[config.mk]
export PLATFORM = sky130hd
export DESIGN_NAME = ped_request_unit_flat
export DESIGN_NICKNAME = d
export VERILOG_FILES = /design/src/rtl/ped_request_unit_if.sv /design/src/rtl/ped_request_unit.sv /design/src/flat_wrapper.sv
export SDC_FILE = /design/constraint.sdc
export NUM_CORES = 1
export LEC_CHECK = 0
export CAP_MARGIN = 0
export CORE_MARGIN = 4
export CORE_UTILIZATION = 23
export CTS_CLUSTER_SIZE = 8
export DETAILED_ROUTE_END_ITERATION = 8
export GPL_TIMING_DRIVEN = 0
export PLACE_DENSITY_LB_ADDON = 0.05
export SKIP_LAST_GASP = 1
export SYNTH_ARGS = -nofsm -noshare
export SYNTH_HDL_FRONTEND = slang
export SYNTH_SLANG_ARGS = --single-unit
[constraint.sdc]
create_clock -name clk -period 6 [get_ports clk]
set_input_delay 0.9 -clock clk [delete_from_list [all_inputs] [get_ports clk]]
set_output_delay 0.9 -clock clk [all_outputs]
set_load 0.02 [all_outputs]
[src/rtl/ped_request_unit_if.sv]
// Pedestrian request bus: raw button and walk acknowledge in, request/lamp/status out.
interface ped_request_unit_if;
    logic       btn_raw;
    logic       ped_walk;
    logic       ped_req;
    logic       wait_lamp;
    logic       busy;
    logic [7:0] press_count;

    modport master (
        output btn_raw,
        output ped_walk,
        input  ped_req,
        input  wait_lamp,
        input  busy,
        input  press_count
    );

    modport slave (
        input  btn_raw,
        input  ped_walk,
        output ped_req,
        output wait_lamp,
        output busy,
        output press_count
    );
endinterface

[src/rtl/ped_request_unit.sv]
// Push-button conditioner for the traffic light controller: sync, debounce, latch the
// request, re-issue ped_req pulses until walk is served, then hold a post-walk lockout.
module ped_request_unit #(
    parameter int unsigned DEBOUNCE_CYCLES = 8,
    parameter int unsigned RETRY_CYCLES    = 32,
    parameter int unsigned COOLDOWN_CYCLES = 16
) (
    input  logic               clk,
    input  logic               reset,
    ped_request_unit_if.slave  bus
);

    localparam int unsigned DB_W = $clog2(DEBOUNCE_CYCLES + 1);
    localparam int unsigned TMAX = (RETRY_CYCLES > COOLDOWN_CYCLES) ? RETRY_CYCLES
                                                                    : COOLDOWN_CYCLES;
    localparam int unsigned TW   = $clog2(TMAX + 1);

    typedef enum logic [1:0] {
        S_IDLE     = 2'd0,
        S_PENDING  = 2'd1,
        S_SERVING  = 2'd2,
        S_COOLDOWN = 2'd3
    } state_t;

    state_t          r_state;
    logic            r_s1;
    logic            r_s2;
    logic            r_db;
    logic            r_db_d;
    logic [DB_W-1:0] r_db_cnt;
    logic [TW-1:0]   r_timer;
    logic            r_ped_req;
    logic            r_wait_lamp;
    logic            r_busy;
    logic [7:0]      r_press_count;

    logic            w_press;

    // A press is the rising edge of the debounced level, so a held button fires once.
    assign w_press = r_db & ~r_db_d;

    always_ff @(posedge clk) begin
        if (reset) begin
            r_s1          <= 1'b0;
            r_s2          <= 1'b0;
            r_db          <= 1'b0;
            r_db_d        <= 1'b0;
            r_db_cnt      <= '0;
            r_timer       <= '0;
            r_state       <= S_IDLE;
            r_ped_req     <= 1'b0;
            r_wait_lamp   <= 1'b0;
            r_busy        <= 1'b0;
            r_press_count <= '0;
        end else begin
            r_s1   <= bus.btn_raw;
            r_s2   <= r_s1;
            r_db_d <= r_db;

            if (r_s2 == r_db) begin
                r_db_cnt <= '0;
            end else if (r_db_cnt == DB_W'(DEBOUNCE_CYCLES - 1)) begin
                r_db     <= r_s2;
                r_db_cnt <= '0;
            end else begin
                r_db_cnt <= r_db_cnt + DB_W'(1);
            end

            r_ped_req <= 1'b0;

            case (r_state)
                S_IDLE: begin
                    if (w_press && !bus.ped_walk) begin
                        r_state     <= S_PENDING;
                        r_ped_req   <= 1'b1;
                        r_wait_lamp <= 1'b1;
                        r_timer     <= TW'(RETRY_CYCLES - 1);
                        if (r_press_count != 8'hFF) begin
                            r_press_count <= r_press_count + 8'd1;
                        end
                    end
                end
                // Walk acknowledge beats a retry that falls due on the same cycle.
                S_PENDING: begin
                    if (bus.ped_walk) begin
                        r_state     <= S_SERVING;
                        r_wait_lamp <= 1'b0;
                        r_busy      <= 1'b1;
                    end else if (r_timer == '0) begin
                        if (!r_ped_req) begin
                            r_ped_req <= 1'b1;
                            r_timer   <= TW'(RETRY_CYCLES - 1);
                        end
                    end else begin
                        r_timer <= r_timer - TW'(1);
                    end
                end
                S_SERVING: begin
                    if (!bus.ped_walk) begin
                        if (COOLDOWN_CYCLES == 0) begin
                            r_state <= S_IDLE;
                            r_busy  <= 1'b0;
                        end else begin
                            r_state <= S_COOLDOWN;
                            r_timer <= TW'(COOLDOWN_CYCLES);
                        end
                    end
                end
                S_COOLDOWN: begin
                    if (r_timer <= TW'(1)) begin
                        r_state <= S_IDLE;
                        r_busy  <= 1'b0;
                        r_timer <= '0;
                    end else begin
                        r_timer <= r_timer - TW'(1);
                    end
                end
                default: begin
                    r_state     <= S_IDLE;
                    r_wait_lamp <= 1'b0;
                    r_busy      <= 1'b0;
                end
            endcase
        end
    end

    assign bus.ped_req     = r_ped_req;
    assign bus.wait_lamp   = r_wait_lamp;
    assign bus.busy        = r_busy;
    assign bus.press_count = r_press_count;

endmodule

[src/flat_wrapper.sv]
// flat-port wrapper written by rule: the top's interface ports become plain ports
module ped_request_unit_flat 
#(
    parameter int unsigned DEBOUNCE_CYCLES = 8,
    parameter int unsigned RETRY_CYCLES    = 32,
    parameter int unsigned COOLDOWN_CYCLES = 16
)
  (clk, reset, bus_btn_raw, bus_ped_walk, bus_ped_req, bus_wait_lamp, bus_busy, bus_press_count);
  ped_request_unit_if bus_i ();
  input  logic clk;
  input  logic reset;
  input wire logic [$bits(bus_i.btn_raw)-1:0] bus_btn_raw;
  input wire logic [$bits(bus_i.ped_walk)-1:0] bus_ped_walk;
  output wire logic [$bits(bus_i.ped_req)-1:0] bus_ped_req;
  output wire logic [$bits(bus_i.wait_lamp)-1:0] bus_wait_lamp;
  output wire logic [$bits(bus_i.busy)-1:0] bus_busy;
  output wire logic [$bits(bus_i.press_count)-1:0] bus_press_count;
  assign bus_i.btn_raw = bus_btn_raw;
  assign bus_i.ped_walk = bus_ped_walk;
  assign bus_ped_req = bus_i.ped_req;
  assign bus_wait_lamp = bus_i.wait_lamp;
  assign bus_busy = bus_i.busy;
  assign bus_press_count = bus_i.press_count;
  ped_request_unit #(.DEBOUNCE_CYCLES(DEBOUNCE_CYCLES), .RETRY_CYCLES(RETRY_CYCLES), .COOLDOWN_CYCLES(COOLDOWN_CYCLES)) u_core (.clk(clk), .reset(reset), .bus(bus_i));
endmodule
==> flow_summary.yaml <==
global_routing:
  grt_pass1_vias: 1264
  grtUsageTotal_pct: 9.96
  overflow: 0
  grt_max_degree: 17
  antenna_found_initial: 0
  grt_pass1_wl_um: 6130
route:
  drt_wl_total_um: 3630
  dr.first_iter.drc_count: 107
  drc: 0
  wl_per_cell_um: 14.3
  drt-vias-per-instance: 4.99
  vias: 1262
  final_antenna_net_count: 0
  firstDrtPassIters: 4
logic_synthesis:
  synth_cells: 161
  synthesis.area_mm2: 0.00144
  ys_seq_area_share_pct: 37.5
  synth_edf_count: 0
  synthTopCellsByArea: "dfxtp_1 (38%), ha_1 (7.8%), a21oi_1 (4.5%)"
  ys_ff_latch: 27
  synth_top_cell_by_area: "dfxtp_1"
  yosysTopAreaCellShare_pct: 37.5
  synthArstFlopShare_pct: 0
  synth.avg_cell_area_um2: 8.95
  synth_flop_cell: "dfxtp_1"
  syn_nets: 174
  yosysWarnings: 0
  ys_types: 47
cells_and_area:
  final_cell_mix: "dfxtp_1 (27), nor2_1 (14), inv_1 (13), a21oi_1 (13), clkdlybuf4s50_1 (13)"
  n_fill_cell: 632
  final_cells: 253
  drive_above_1_share_pct: 5.62
  n_antenna_cell: 0
  nets: 192
  synthToLayoutAreaGrowth_pct: 18.9
  final_common_cell: "dfxtp_1"
pwr:
  power_density_mw_per_mm2: 378
  switchingPower_mw: 0.275
  vdd_drop_max_mv: 0.127
  p_clk_share_pct: 17.1
  p_leak_nw: 0.578
  seq_power_share_pct: 35.7
  swShare_pct: 42.4
  internal-power_mw: 0.373
  power_frac_comb_pct: 47.3
setup_path:
  worst-path-max-fanout: 7
  critPathLaunchType: "primary input"
  worst_setup_path_end_kind: "register"
  critPathArrivalTime_ns: 2.77
  crit_required_ns: 6.17
  crit_type: "in2reg"
run:
  max_cap_violations: 0
floorplanning:
  core_mm2: 0.00599
  pin_count: 15
  die_y_um: 87.2
  die_x_um: 87.2
  die-area_mm2: 0.00760
  initial_utilization_pct: 24.1
  row_count: 28
clock_tree:
  cts_buffer_depth: 2
  ctsHoldBuffers: 0
  cts.htree.levels: 1
  cts_root_buffer: "clkbuf_8"
  cts.repair.resized: 0
  cts_tree: "built"
  cts_buffers: 3
  clk_pin_slew_ns: 0.10
  clk_latency_ns: 0.27
  post_cts_buffers: 0
  cts_sinks: 27
sta:
  min_period_ns: 2.60
  slew_viol_final: 0
  max-slew-margin-rel_pct: 57.7
  skew_ns: 0.00134
  max_freq_mhz: 385
  finalCritPeriodShare_pct: 43.3
  setup_viol: 0
  finalHoldViolations: 0
  rsz0062_at_grt: "false"
  tightest_slew_ns: 0.630
  fin_hold_ws_ns: 0.455
  setup_tns_ns: 0
placed_design:
  dpl.cell_count: 249
  hpwl_um: 2660
  portBuffers: 13
  gp_congestion: 0.795
status:
  status: "complete, no violations"
worst_hold_path:
  hold_path_class: "reg2reg"
## power groups by stage
stage	logic [mW]	registers, mW	clock network (mW)
floorplan	0.225	0.231	0
global placement	0.302	0.235	0
detailed placement	0.304	0.234	0
CTS	0.305	0.231	0.116
global route	0.339	0.235	0.121
finish	0.306	0.231	0.111
## per-layer routing
layer	GRT usage, %	up-vias	part of all wire, %
met3	1.99	4	2.9
met2	16.8	24	47
met5	0	-	0
met4	2.09	0	1.2
li1	-	626	-
met1	13.2	608	49
## path summary, 6_finish.rpt
check                           cells after the start                         to          startpoint  slack (ns)
worst max-delay path                                5  u_core.bus.press_count[5]        bus_ped_walk        3.40
worst min-delay path                                1         u_core.r_db_cnt[0]  u_core.r_db_cnt[0]        0.45
worst max register to register                      7          u_core.r_timer[2]   u_core.r_timer[0]        3.66
worst min register to register                      1         u_core.r_db_cnt[0]  u_core.r_db_cnt[0]        0.45
## per-stage QoR
step / total power [mW] / utilization [%] / cell area [um^2] / worst slack, ns
finish: 0.648 / 28.6 / 1710 / 3.40
global route: 0.696 / 28.6 / 1710 / 3.21
CTS: 0.652 / 28.6 / 1710 / 3.38
detailed placement: 0.538 / 27.8 / 1670 / 3.09
global placement: 0.537 / 27.8 / 1670 / 3.12
floorplan: 0.457 / - / 1440 / 3.92
## synth_stat cells, types with 2 or more instances
cell / n
nor2b_1: 5
a21o_1: 2
o31ai_1: 2
a311oi_1: 2
clkbuf_1: 5
dfxtp_1: 27
nor2_1: 14
o32ai_1: 2
inv_1: 13
a2111oi_1: 3
or3_1: 3
or4_1: 3
o21ai_0: 4
o21ai_1: 2
nand3_1: 7
nor3b_1: 2
a211oi_1: 6
xnor2_1: 4
ha_1: 9
nand2_1: 2
nand2b_1: 4
o21a_1: 2
a21oi_1: 13
mux2i_1: 2
## cell families after synthesis
family	Yosys count	share of synthesized area, %
AOI/OAI and AO/OA	47	23.3
xor gates and xnor gates	5	3.04
adders and majority gates	9	7.81
buffers and inverters	19	5.47
DFF	27	37.5
muxes	3	2.17
and+or+nand+nor	51	20.7
## flip-flops by register name, summed over array words and instances, names as in the netlist
signal and count:
u_core.r_db_cnt 4, u_core.bus.wait_lamp 1, u_core.r_s2 1, u_core.r_state 2
u_core.bus.ped_req 1, u_core.r_timer 6, u_core.r_db 1, u_core.bus.busy 1
u_core.r_s1 1, u_core.bus.press_count 8, u_core.r_db_d 1
## worst max-delay path, stage by stage
cell and delay (ns):
clkdlybuf4s50_1 0.53, nand4bb_1 0.30, a311oi_1 0.55, nand3_1 0.17
mux2_1 0.33
## final cells by class
class / count / area [um^2] / area share (%)
buffer: 6 / 30.0 / 1.75
clock buffer: 3 / 41.3 / 2.41
clock inverter: 1 / 7.51 / 0.438
inverter: 13 / 48.8 / 2.85
multi-input combinational: 115 / 822 / 48.0
sequential: 27 / 541 / 31.5
tap: 75 / 93.8 / 5.47
timing repair buffer: 13 / 130 / 7.59
Power figures use the tool's default switching activity.
==> variant 1: new RTL, same flow settings <==
Re-encode `state_t` (4 states) as one-hot, 4 bits wide.
--- a/src/rtl/ped_request_unit.sv
+++ b/src/rtl/ped_request_unit.sv
@@ -15,11 +15,11 @@
                                                                     : COOLDOWN_CYCLES;
     localparam int unsigned TW   = $clog2(TMAX + 1);
 
-    typedef enum logic [1:0] {
-        S_IDLE     = 2'd0,
-        S_PENDING  = 2'd1,
-        S_SERVING  = 2'd2,
-        S_COOLDOWN = 2'd3
+    typedef enum logic [3:0] {
+        S_IDLE     = 4'b0001,
+        S_PENDING  = 4'b0010,
+        S_SERVING  = 4'b0100,
+        S_COOLDOWN = 4'b1000
     } state_t;
 
     state_t          r_state;
Behaviour: same outputs for any inputs over 10 cycles, from zero or initial values and one cycle with reset high; not proved beyond that.
==> variant 1 against the unedited design <==
Synthesized cell count increased by 11%. Worst setup slack better by 0.32 ns. Largest cell class unchanged. Design area is 13% higher. First-iteration DRC count decreased by 41%. Die area grew 9.1%. Critical endpoint is now bus_press_count[2]. Global-route usage is 0.41 points higher. Routed wire length grew 9.6%. Synthesized area up 10%. Sequential cell count is 2 higher.
Power is not compared: it rests on default switching activity, and its combinational part moved more than twofold at a synthesized area within 25%.
==> variant 1: results (changes against the unedited design) <==
Setup total negative slack: 0 ns (unchanged)
H-tree depth: 2 (was 1)
Worst R2R Path Depth: 6 (was 7)
Unique masters post-synth: 49 (was 47)
CP top delay family: buffers and inverters (was compound AO/OA/AOI/OAI gates)
Met1 GRT Util: 0.138 (was 0.132)
Largest net degree at the start of global routing: 11 (was 17)
Buffer count from post-CTS setup fixing: 0 (unchanged)
Vias in the first global route: 1395 (was 1264)
Vias per cell: 4.80 (was 4.99)
HPWL after detailed placement: 2850 µm (was 2660 µm)
Compound-Gate Fraction of Synth Area: 0.184 (was 0.233)
Synth top cells by count: dfxtp_1, nor2_1, nor3_1 (was dfxtp_1, nor2_1, a21oi_1, inv_1, ha_1)
Critical path's largest stage delay: 0.65 ns (was 0.55 ns)
WL met2: 1780 µm (was 1700 µm)
Slew Viols, Final: 0 (unchanged)
Mean post-synth cell area: 8.86 µm² (was 8.95 µm²)
Critical R2R Launch: u_core.r_state[2] (was u_core.r_timer[0])
CTS max path bufs: 2 (unchanged)
Critical-path top delay cell: clkdlybuf4s50_1 (was a311oi_1)
R2R setup slack: 4.07 ns (was 3.66 ns)
Fin Hold WS: 0.441 ns (was 0.455 ns)
Placement Cell Area: 1820 µm² (was 1670 µm²)
Port bufs: 13 (unchanged)
DR iter-0 viols: 63 (was 107)
Placed cell count: 272 (was 249)
Total GRT Usage: 0.104 (was 0.0996)
WP data arrival: 1.38 ns (was 2.77 ns)
HP Start: u_core.r_s1 (was u_core.r_db_cnt[0])
WHS Endpoint: u_core.r_s2 (was u_core.r_db_cnt[0])
Crit path max fanout: 6 (was 7)
Placer congestion estimate: 0.771 (was 0.795)
Clock Skew: 0.00504 ns (was 0.00134 ns)
Pre-CTS setup slack: 3.49 ns (was 3.09 ns)
ANT nets after route: 0 (unchanged)
Worst-path clk slew: 0.07 ns (was 0.10 ns)
TritonCTS Buffers: 5 (was 3)
Initial antenna violation count: 0 (unchanged)
Total Nets Final: 207 (was 192)
M2 GR Usage: 0.155 (was 0.168)
M1 WL: 1960 µm (was 1780 µm)
Status: finished, final reports clean (unchanged)
Sequential area share after synthesis: 0.366 (was 0.375)
XOR/XNOR share of the synthesized area: 0.0607 (was 0.0304)
Relative slew slack: 0.626 (was 0.577)
Layout cells sized above 1: 0.130 (was 0.0562)
Mux cell area share after synthesis: 0.0126 (was 0.0217)
Ranking of synthesized cells by area: dfxtp_1, nor2_1, nor3_1, xnor2_1, a21oi_1 (was dfxtp_1, ha_1, a21oi_1, nor2_1, inv_1)
Mapped Nets: 187 (was 174)
Synth Area in Adders: 0.0315 (was 0.0781)
First-pass GRT wire length: 6910 µm (was 6130 µm)
Met3 wire length: 172 µm (was 106 µm)
FF-to-FF End: u_core.r_timer[1] (was u_core.r_timer[2])
Wirelength per Cell: 14.2 µm (was 14.3 µm)
Global routing usage on met3: 0.0298 (was 0.0199)
Top sig layer: met4 (unchanged)
Number of flip-flops under the largest register name: 8 (unchanged)
Final Non-Filler Cells: 280 (was 253)
N_diodes: 0 (unchanged)
==> variant 1: worst max path at each step <==
stage / start / endpoint / slack (ns) / cells past startpoint
floorplan: bus_ped_walk / u_core.bus.press_count[3] / 3.88 / 5
global placement: reset / u_core.bus.busy / 3.51 / 4
detailed placement: reset / u_core.bus.busy / 3.49 / 4
CTS: u_core.bus.press_count[2] / bus_press_count[2] / 3.69 / 1
global route: u_core.bus.press_count[2] / bus_press_count[2] / 3.62 / 1
finish: u_core.bus.press_count[2] / bus_press_count[2] / 3.72 / 1
==> variant 1: power breakdown <==
part	internal (mW)	switching, mW	total [mW]
logic	0.00246	0.00510	0.00755
registers	0.193	0.000413	0.194
clock network	0.135	0.0837	0.219
==> variant 1: final cells by class <==
cell class	count	area (µm²)
Inverter	9	33.8
Multi-Input combinational cell	131	916
Timing Repair Buffer	13	130
Clock inverter	2	37.5
Clock buffer	6	82.6
Sequential cell	29	581
Tap cell	80	100
Buffer	10	56.3
Fill cell	726	4820
==> variant 2: new RTL, same settings <==
Made on the original files. `RETRY_CYCLES` is set to 32 in 2 places; all go to 16.
--- a/src/rtl/ped_request_unit.sv
+++ b/src/rtl/ped_request_unit.sv
@@ -2,7 +2,7 @@
 // request, re-issue ped_req pulses until walk is served, then hold a post-walk lockout.
 module ped_request_unit #(
     parameter int unsigned DEBOUNCE_CYCLES = 8,
-    parameter int unsigned RETRY_CYCLES    = 32,
+    parameter int unsigned RETRY_CYCLES    = 16,
     parameter int unsigned COOLDOWN_CYCLES = 16
 ) (
     input  logic               clk,
--- a/src/flat_wrapper.sv
+++ b/src/flat_wrapper.sv
@@ -2,7 +2,7 @@
 module ped_request_unit_flat 
 #(
     parameter int unsigned DEBOUNCE_CYCLES = 8,
-    parameter int unsigned RETRY_CYCLES    = 32,
+    parameter int unsigned RETRY_CYCLES    = 16,
     parameter int unsigned COOLDOWN_CYCLES = 16
 )
   (clk, reset, bus_btn_raw, bus_ped_walk, bus_ped_req, bus_wait_lamp, bus_busy, bus_press_count);
Check against the original RTL: no difference found for any inputs over 10 cycles, from zero or initial values and one cycle with reset high; that may be too few to reach the edited logic, so the function may still have changed.
==> variant 2 against the unedited design <==
Synthesized cell count is 3.1% higher. Power is 8.2% lower. Critical path type unchanged. Combinational power is 16% lower. First-iteration DRC count is 36% lower. Routed wire length is 3.6% lower. Sequential cell count is 1 lower. Non-clock buffer count is 1 lower. Count of clock-buffer cells in the layout is 1 higher. Synthesized area hardly changed. Design area is 1.0% higher. Sequential share of layout area is 1.5 points lower. Worst setup slack better by 0.19 ns. Via count is 0.55% lower.
==> variant 2: results (changes against the unedited design) <==
Mapped Nets: 180 (was 174)
WP data arrival: 2.58 ns (was 2.77 ns)
Ranking of synthesized cells by area: dfxtp_1, ha_1, nor2_1, a21oi_1, inv_1 (was dfxtp_1, ha_1, a21oi_1, nor2_1, inv_1)
Crit path max fanout: 10 (was 7)
Critical R2R Launch: u_core.r_state[1] (was u_core.r_timer[0])
Mux cell area share after synthesis: 0.00694 (was 0.0217)
Largest family of logic cells by synthesized area: simple AND/OR/NAND/NOR gates (was compound AO/OA/AOI/OAI gates)
First-pass GRT wire length: 6120 µm (was 6130 µm)
DR iter-0 viols: 69 (was 107)
HPWL after detailed placement: 2700 µm (was 2660 µm)
Sequential area share after synthesis: 0.361 (was 0.375)
Leak pwr: 0.616 nW (was 0.578 nW)
Layout cells sized above 1: 0.0543 (was 0.0562)
Total GRT Usage: 0.101 (was 0.0996)
Vias post-DR: 1255 (was 1262)
Port bufs: 14 (was 13)
Placer congestion estimate: 0.765 (was 0.795)
Status: finished, final reports clean (unchanged)
XOR/XNOR share of the synthesized area: 0.0425 (was 0.0304)
Met3 wire length: 57 µm (was 106 µm)
Max IR drop VDD: 125 µV (was 127 µV)
HP Start: u_core.r_s1 (was u_core.r_db_cnt[0])
Top cell type's share of synthesized area: 0.361 (was 0.375)
Clock Skew: 0.00406 ns (was 0.00134 ns)
WL met2: 1660 µm (was 1700 µm)
Wirelength per Cell: 13.5 µm (was 14.3 µm)
Synth top cells by count: dfxtp_1, nor2_1, a21oi_1 (was dfxtp_1, nor2_1, a21oi_1, inv_1, ha_1)
M1 WL: 1750 µm (was 1780 µm)
FF-to-FF End: u_core.r_timer[3] (was u_core.r_timer[2])
WHS Endpoint: u_core.r_s2 (was u_core.r_db_cnt[0])
Slew @ Worst Pin: 0.571 ns (was 0.630 ns)
Internal power: 0.360 mW (was 0.373 mW)
Total Nets Final: 199 (was 192)
==> variant 2: area by class of cell <==
class                      instances  area (µm²)
clock buffer                       4        55.1
tap                               75        93.8
sequential                        26         520
timing repair buffer              14         140
multi-input combinational        125         858
fill                             660        4260
inverter                          11        41.3
buffer                             4        22.5
==> variant 2: cells by family (layout without fill, tap and decap cells) <==
family / count (synthesis) / in the layout
muxes: 1 / 1
AOI/OAI and AO/OA: 45 / 45
xor gates and xnor gates: 7 / 7
DFF: 26 / 26
and+or+nand+nor: 62 / 62
buffers and inverters: 15 / 33
adders and majority gates: 10 / 10
==> variant 2: power by group through the flow <==
stage | Sequential [mW] | Combinational, mW | Clock [mW]
detailed placement | 0.227 | 0.257 | 0
finish | 0.223 | 0.258 | 0.114
CTS | 0.223 | 0.260 | 0.121
floorplan | 0.225 | 0.194 | 0
global placement | 0.228 | 0.257 | 0
global route | 0.229 | 0.298 | 0.129
==> variant 2: per-stage QoR <==
step,setup slack [ns],area (µm²),std cells
final,3.58,1730,259
after global routing,3.54,1730,259
after CTS,3.57,1730,259
after detailed placement,3.28,1680,255
after global placement,3.29,1680,255
after floorplan,3.90,1440,166
==> variant 2: layer usage <==
metal | GRT usage | up-vias
li1 | - | 638
met2 | 0.165 | 13
met5 | 0 | -
met4 | 0.0349 | 0
met1 | 0.135 | 602
met3 | 0.0142 | 2
==> variant 2: critical path, cell delays in order <==
cell and delay, ns:
clkdlybuf4s50_1 0.45, buf_6 0.16, or3b_4 0.42, a22oi_4 0.20, a21oi_1 0.09, a2111oi_1 0.35
==> variant 2: worst max path at each step <==
stage / endpoint / from / cells past startpoint / slack [ns]
finish: u_core.r_timer[4] / bus_ped_walk / 6 / 3.58
detailed placement: u_core.r_timer[4] / bus_ped_walk / 6 / 3.28
floorplan: u_core.r_timer[3] / bus_ped_walk / 5 / 3.90
global route: u_core.r_timer[3] / bus_ped_walk / 6 / 3.54
CTS: u_core.r_timer[4] / bus_ped_walk / 6 / 3.57
global placement: u_core.r_timer[4] / bus_ped_walk / 6 / 3.29
